===== src/rtl/saladin_pkg.sv =====
// Shared sizing helpers for the bank scheduling slice: kernel count,
// index widths, row width and the kernel-to-bank mapping.
package saladin_pkg;

  // Number of scheduling kernels (one per bank read port).
  function automatic int nkernels(input int nbanks, input int nports);
    return nbanks * nports;
  endfunction

  // Width needed to index n items; never less than one bit.
  function automatic int id_width(input int n);
    return (n > 1) ? $clog2(n) : 1;
  endfunction

  // Row address width once the bank-select bits are stripped off.
  function automatic int row_width(input int addr_w, input int nbanks);
    return addr_w - id_width(nbanks);
  endfunction

  // Bank served by kernel k (kernel k = bank*nports + port).
  function automatic int kernel_bank(input int k, input int nports);
    return k / nports;
  endfunction

endpackage


===== src/rtl/response_tag_pipe.sv =====
// Per-kernel tag pipeline: carries {valid, consumer id} alongside an issued
// read so that the tail lines up with the cycle mem_rdata is valid.
module response_tag_pipe #(
  parameter int MEM_LATENCY = 2,
  parameter int CW          = 3,
  parameter int DATA_W      = 32
) (
  input  logic              clk,
  input  logic              reset,
  input  logic              in_valid,
  input  logic [CW-1:0]     in_id,
  input  logic [DATA_W-1:0] mem_rdata,
  output logic              cap_valid,
  output logic [CW-1:0]     cap_id,
  output logic [DATA_W-1:0] cap_data
);

  logic [MEM_LATENCY-1:0]         valid_q, valid_d;
  logic [MEM_LATENCY-1:0][CW-1:0] id_q, id_d;

  // Shift the tag one stage per cycle; stage 0 takes the registered issue.
  always_comb begin
    valid_d    = valid_q;
    id_d       = id_q;
    valid_d[0] = in_valid;
    id_d[0]    = in_id;
    for (int i = 1; i < MEM_LATENCY; i++) begin
      valid_d[i] = valid_q[i-1];
      id_d[i]    = id_q[i-1];
    end
  end

  // Tag stage registers; reset flushes every in-flight tag.
  always_ff @(posedge clk) begin
    if (reset) begin
      valid_q <= '0;
      id_q    <= '0;
    end else begin
      valid_q <= valid_d;
      id_q    <= id_d;
    end
  end

  // Tail stage coincides with valid read data, which is handed up for capture.
  assign cap_valid = valid_q[MEM_LATENCY-1];
  assign cap_id    = id_q[MEM_LATENCY-1];
  assign cap_data  = mem_rdata;

endmodule


===== src/rtl/bank_response_router.sv =====
// Consumer-side router: one request slot per consumer, grant validation and
// issue to bank ports, and return of read data to the owning consumer.
module bank_response_router
  import saladin_pkg::*;
#(
  parameter int NCONSUMERS  = 8,
  parameter int NBANKS      = 4,
  parameter int NPORTS      = 2,
  parameter int ADDR_W      = 16,
  parameter int DATA_W      = 32,
  parameter int MEM_LATENCY = 2,
  localparam int CW       = id_width(NCONSUMERS),
  localparam int BW       = id_width(NBANKS),
  localparam int NKERNELS = nkernels(NBANKS, NPORTS),
  localparam int RW       = row_width(ADDR_W, NBANKS)
) (
  input  logic                         clk,
  input  logic                         reset,
  input  logic [NCONSUMERS-1:0]        req_valid,
  input  logic [NCONSUMERS*ADDR_W-1:0] req_addr,
  output logic [NCONSUMERS-1:0]        req_ready,
  output logic [NCONSUMERS-1:0]        pending,
  output logic [NCONSUMERS*BW-1:0]     pending_bank,
  input  logic [NKERNELS-1:0]          grant_valid,
  input  logic [NKERNELS*CW-1:0]       grant_consumer,
  output logic [NKERNELS-1:0]          mem_en,
  output logic [NKERNELS*RW-1:0]       mem_addr,
  input  logic [NKERNELS*DATA_W-1:0]   mem_rdata,
  output logic [NCONSUMERS-1:0]        resp_valid,
  output logic [NCONSUMERS*DATA_W-1:0] resp_data,
  output logic                         grant_error
);

  logic [NCONSUMERS-1:0][ADDR_W-1:0] req_addr_a;
  logic [NKERNELS-1:0][CW-1:0]       grant_consumer_a;
  logic [NKERNELS-1:0][DATA_W-1:0]   mem_rdata_a;

  logic [NCONSUMERS-1:0]             slot_held_q, slot_held_d;
  logic [NCONSUMERS-1:0][ADDR_W-1:0] slot_addr_q, slot_addr_d;
  logic [NKERNELS-1:0]               mem_en_q, mem_en_d;
  logic [NKERNELS-1:0][RW-1:0]       mem_addr_q, mem_addr_d;
  logic [NKERNELS-1:0][CW-1:0]       mem_id_q, mem_id_d;
  logic [NCONSUMERS-1:0]             resp_valid_q, resp_valid_d;
  logic [NCONSUMERS-1:0][DATA_W-1:0] resp_data_q, resp_data_d;
  logic                              grant_error_q, grant_error_d;

  logic [NCONSUMERS-1:0]             taken_s;
  logic                              drop_s;
  logic [CW-1:0]                     gc_s;
  logic [NCONSUMERS-1:0][BW-1:0]     pending_bank_s;

  logic [NKERNELS-1:0]               cap_valid_s;
  logic [NKERNELS-1:0][CW-1:0]       cap_id_s;
  logic [NKERNELS-1:0][DATA_W-1:0]   cap_data_s;

  assign req_addr_a       = req_addr;
  assign grant_consumer_a = grant_consumer;
  assign mem_rdata_a      = mem_rdata;

  // Validate grants in ascending kernel order; the first valid grant per consumer wins.
  always_comb begin
    taken_s    = '0;
    drop_s     = 1'b0;
    gc_s       = '0;
    mem_en_d   = '0;
    mem_addr_d = '0;
    mem_id_d   = '0;
    for (int k = 0; k < NKERNELS; k++) begin
      gc_s = grant_consumer_a[k];
      if (grant_valid[k]) begin
        if (slot_held_q[gc_s] && !taken_s[gc_s] &&
            (slot_addr_q[gc_s][BW-1:0] == BW'(kernel_bank(k, NPORTS)))) begin
          taken_s[gc_s] = 1'b1;
          mem_en_d[k]   = 1'b1;
          mem_addr_d[k] = slot_addr_q[gc_s][ADDR_W-1:BW];
          mem_id_d[k]   = gc_s;
        end else begin
          drop_s = 1'b1;
        end
      end else begin
        mem_en_d[k] = 1'b0;
      end
    end
  end

  // Slot bookkeeping: honored grants empty a slot, empty slots accept new requests.
  always_comb begin
    slot_held_d   = slot_held_q & ~taken_s;
    slot_addr_d   = slot_addr_q;
    grant_error_d = grant_error_q | drop_s;
    for (int c = 0; c < NCONSUMERS; c++) begin
      if (req_valid[c] && !slot_held_q[c]) begin
        slot_held_d[c] = 1'b1;
        slot_addr_d[c] = req_addr_a[c];
      end else begin
        slot_addr_d[c] = slot_addr_q[c];
      end
    end
  end

  // Route each kernel's returning data to its owner; one issue per consumer per cycle means no collisions.
  always_comb begin
    resp_valid_d = '0;
    resp_data_d  = resp_data_q;
    for (int k = 0; k < NKERNELS; k++) begin
      if (cap_valid_s[k]) begin
        resp_valid_d[cap_id_s[k]] = 1'b1;
        resp_data_d[cap_id_s[k]]  = cap_data_s[k];
      end else begin
        resp_valid_d = resp_valid_d;
      end
    end
  end

  // Bank-select bits of each held address, presented to the scheduler.
  always_comb begin
    pending_bank_s = '0;
    for (int c = 0; c < NCONSUMERS; c++) begin
      pending_bank_s[c] = slot_addr_q[c][BW-1:0];
    end
  end

  // State and output registers; reset discards held and in-flight work.
  always_ff @(posedge clk) begin
    if (reset) begin
      slot_held_q   <= '0;
      slot_addr_q   <= '0;
      mem_en_q      <= '0;
      mem_addr_q    <= '0;
      mem_id_q      <= '0;
      resp_valid_q  <= '0;
      resp_data_q   <= '0;
      grant_error_q <= 1'b0;
    end else begin
      slot_held_q   <= slot_held_d;
      slot_addr_q   <= slot_addr_d;
      mem_en_q      <= mem_en_d;
      mem_addr_q    <= mem_addr_d;
      mem_id_q      <= mem_id_d;
      resp_valid_q  <= resp_valid_d;
      resp_data_q   <= resp_data_d;
      grant_error_q <= grant_error_d;
    end
  end

  for (genvar k = 0; k < NKERNELS; k++) begin : g_tag
    response_tag_pipe #(
      .MEM_LATENCY(MEM_LATENCY),
      .CW         (CW),
      .DATA_W     (DATA_W)
    ) u_tag (
      .clk      (clk),
      .reset    (reset),
      .in_valid (mem_en_q[k]),
      .in_id    (mem_id_q[k]),
      .mem_rdata(mem_rdata_a[k]),
      .cap_valid(cap_valid_s[k]),
      .cap_id   (cap_id_s[k]),
      .cap_data (cap_data_s[k])
    );
  end

  assign req_ready    = ~slot_held_q;
  assign pending      = slot_held_q;
  assign pending_bank = pending_bank_s;
  assign mem_en       = mem_en_q;
  assign mem_addr     = mem_addr_q;
  assign resp_valid   = resp_valid_q;
  assign resp_data    = resp_data_q;
  assign grant_error  = grant_error_q;

endmodule


===== config.mk =====
export PLATFORM = sky130hd
export DESIGN_NAME = bank_response_router
export DESIGN_NICKNAME = d
export VERILOG_FILES = /design/src/rtl/saladin_pkg.sv /design/src/rtl/response_tag_pipe.sv /design/src/rtl/bank_response_router.sv
export SDC_FILE = /design/constraint.sdc
export NUM_CORES = 2
export LEC_CHECK = 0
export CAP_MARGIN = 20
export CORE_MARGIN = 5
export CORE_UTILIZATION = 25
export DETAILED_ROUTE_END_ITERATION = 7
export HOLD_SLACK_MARGIN = 0.05
export PLACE_DENSITY_LB_ADDON = 0.25
export SLEW_MARGIN = 10
export SYNTH_ARGS = -nofsm -noshare
export SYNTH_HDL_FRONTEND = slang
export SYNTH_SLANG_ARGS = --single-unit

===== constraint.sdc =====
create_clock -name clk -period 9.1 [get_ports clk]
set_input_delay 0.91 -clock clk [delete_from_list [all_inputs] [get_ports clk]]
set_output_delay 0.91 -clock clk [all_outputs]
set_load 0.05 [all_outputs]

==> results.tsv <==
stage	metric	value	unit
status	status	finished clean	
power_and_ir_drop	Int Power	0.005230	W
finish	most common cell after layout, fill and taps aside	nor2_1	
synth	Synth cell types	92	
hold_path	hold crit path type	reg2reg	
floorplan	Core ar.	185200	um^2
synth	ys flop type	dfxtp_1	
power_and_ir_drop	register share of total power	37.9	%
drt	post-route ant nets	0	
clocking	Num CTS Buffers	82	
synth	Seq cells post-synth	609	
timing	final slew viol count	0	
floorplan	Initial Util	25.11	%
global_route	grt total ovfl	0	
clocking	CTS resizes	0	
global_route	largest net degree at the start of global routing	97	
finish	most frequent cells in the layout	1191 x nor2_1, 975 x a21oi_1, 827 x clkdlybuf4s50_1, 669 x nand2_1, 609 x dfxtp_1	
power_and_ir_drop	combinational power share	16.0	%
finish	Layout Nets	7209	
synth	Post-Syn Instances	6635	
synth	Mapped Area	46500	um^2
timing	final hold vios	0	
critical_path	register-to-register setup slack	4.29	ns
floorplan	IO Count	843	
synth	Ys Warns	0	
finish	Layout fillers	19820	
critical_path	CP Class	in2reg	
floorplan	die area	194700	um^2
clocking	CTS tree	built	
synth	number of enable flip-flop cells after synthesis	0	
finish	Area Overhead vs Synth	26.44	%
clocking	post-CTS setup buffers	0	
critical_path	CP max-delay cell	clkdlybuf4s50_1	
placement	DP HPWL	208500	um
timing	actual slew at the worst max-slew pin	1.206	ns
floorplan	Die Ht	441.3	um
power_and_ir_drop	pwr dens	131.0	nW/um^2
critical_path	Max FO, Critical Path	21	
synth	Syn Nets	7061	
clocking	H-tree levels	3	
critical_path	worst endpoint required time	9.67	ns
timing	Final Cycle Share	61.57	%
drt	vias	55170	
clocking	worst-case clock buffer depth	3	
global_route	initial antenna violation count	46	
synth	sequential area share after synthesis	26.22	%
drt	Wirelength per Cell	32.65	um
finish	non-filler instance count after layout	9371	
drt	DRT iter0 DRCs	7650	
timing	final clock skew	0.03789	ns
power_and_ir_drop	net load switching power	0.002472	W
critical_path	delay of the slowest critical-path stage	1.07	ns
critical_path	Startpoint Class	primary input	
placement	Placed Cells	9175	
synth	Synth area leaders	dfxtp_1 26%, a21oi_1 10%, nor2_1 9.8%	
power_and_ir_drop	leakage power	20.44	nW
critical_path	CP cell instances	clkdlybuf4s50_1, buf_4, and2_1, a22o_1, o21ai_2, or4_4, and4_1, nand2b_1, a2111oi_2, o21ai_1, or4b_1, a221oi_1, a31oi_1	
clocking	Sink Count	609	
power_and_ir_drop	Clk pwr share	46.1	%
floorplan	Die W	441.3	um
clocking	CTS Hold Bufs	0	
timing	TNS Setup	0	ns
synth	top cell type's share of synthesized area	26.22	%
clocking	clock latency at the later pin of the worst-skew pair	0.74	ns
clocking	clk slew on worst S/H paths	0.07	ns
placement	dpl ws	2.937	ns
critical_path	CP top delay family	simple AND/OR/NAND/NOR gates	
critical_path	Buf+Inv Stages, Crit Path	2	
power_and_ir_drop	sw frac	32.09	%
drt	DRC	0	
timing	Max Freq	0.1785	GHz
global_route	global-route wire length before repair	412600	um
global_route	GRT Total Usage	29.67	%
timing	Setup-failing EPs final	0	
clocking	Root Buffer	clkbuf_16	
power_and_ir_drop	worst IR drop on VDD	0.1330	mV
drt	WL final	305900	um
drt	routed vias/inst	5.888	
synth	post-synth top area cell	dfxtp_1	
global_route	vias in the first global route	50450	
placement	Post-DP Area	55760	um^2
placement	Placer Congestion	0.9944	
timing	RSZ-0062 raised after global routing	false	
synth	Async SR Flop Fraction	0	%
timing	final worst slack	3.497	ns
drt	first-pass iteration count of the detailed router	7	
timing	Final Critical Period	5.603	ns
timing	Max-Slew Margin vs Limit	19.63	%
critical_path	CP Capture Type	flip-flop	
finish	layout cell share with drive strength beyond 1	7.957	%
critical_path	arrival time worst endpoint	6.17	ns
finish	final non-filler cell area	58800	um^2
timing	Min Hold Slack	0.4322	ns
job	total of max-cap violations	0	
synth	syn avg cell area	7.009	um^2
floorplan	row count	158	
placement	I/O Buffers	842	
[power groups by stage]
stage	registers (W)	clock network (W)	logic, W
final	0.00292	0.00355	0.00123
after global routing	0.00291	0.00369	0.00129
after global placement	0.00296	0	0.00121
after CTS	0.00290	0.00360	0.00121
after detailed placement	0.00296	0	0.00121
after floorplan	0.00289	0	0.000672
[layer usage]
metal / part of all wire, % / GRT usage, %
met2: 44 / 45.60
met3: 11 / 6.834
met4: 7.3 / 19.06
met5: 0.011 / 0
met1: 38 / 37.36
[cell type report]
cell class	count	area, um^2	area share (%)
Antenna cell	42	105.1	0.1787
Clock buffer	108	2300	3.911
Clock inverter	42	561.8	0.9554
Inverter	36	135.1	0.2298
Multi-Input combinational cell	5066	30880	52.52
Sequential cell	609	12190	20.73
Tap cell	2480	3103	5.277
Timing Repair Buffer	988	9522	16.19
[final timing paths]
path                            depth (start not counted)                                   end                            startpoint
worst max-delay path                                   13                grant_error$_SDFF_PP0_                     grant_consumer[1]
worst min-delay path                                    1  g_tag[7].u_tag.valid_q[1]$_SDFF_PP0_  g_tag[7].u_tag.valid_q[0]$_SDFF_PP0_
worst min register to register                          1  g_tag[7].u_tag.valid_q[1]$_SDFF_PP0_  g_tag[7].u_tag.valid_q[0]$_SDFF_PP0_
worst max register to register                         11                 pending[0]$_SDFF_PP0_                 pending[0]$_SDFF_PP0_
[registers in the layout, indices dropped and copies added (netlist names)]
name / count
g_tag.u_tag.cap_id: 24
g_tag.u_tag.id_d: 24
g_tag.u_tag.valid_q: 16
grant_error: 1
mem_addr: 112
mem_en: 8
mem_id_q: 24
pending: 8
pending_bank: 16
resp_data: 256
resp_valid: 8
slot_addr_q: 112
[worst register-to-register path, delay by kind of cell, from the launching register on]
kind                   cells  cell delay [ns]
AO/OA/AOI/OAI              6             2.23
AND/OR/NAND/NOR            4             1.32
buffers and inverters      1             0.33
flip-flops                 1             0.78
[metrics by stage]
step           util (%)  total power (W)
3_3_place_gp      30.09         0.004171
5_1_grt           31.73         0.007886
4_1_cts           31.64         0.007716
3_5_place_dp      30.10         0.004168
6_report          31.74         0.007701
2_1_floorplan         -         0.003560
[synth_stat cells (37+ instances only)]
master    number
a211oi_1     516
a21oi_1      975
a221oi_1      70
a22oi_1       45
buf_1        156
buf_4         46
clkbuf_1     641
clkbuf_2      66
dfxtp_1      609
mux2i_1      328
mux4_2       131
nand2_1      675
nand2b_1      37
nand3_1       43
nor2_1      1215
nor2b_1      102
nor3_1        65
o211ai_1     266
o21ai_0      289
[cell families (layout without fill, tap and decap cells)]
group                     Yosys count  after routing  share of synthesized area (%)
AOI/OAI and AO/OA                2296           2296                          30.74
and+or+nand+nor                  2282           2282                          20.57
buffers and inverters             960           1174                          8.392
muxes                             484            484                          14.01
DFF                               609            609                          26.22
xor gates and xnor gates            4              4                        0.07535
other                               0             42                              0
(Power assumes the default switching activity.)
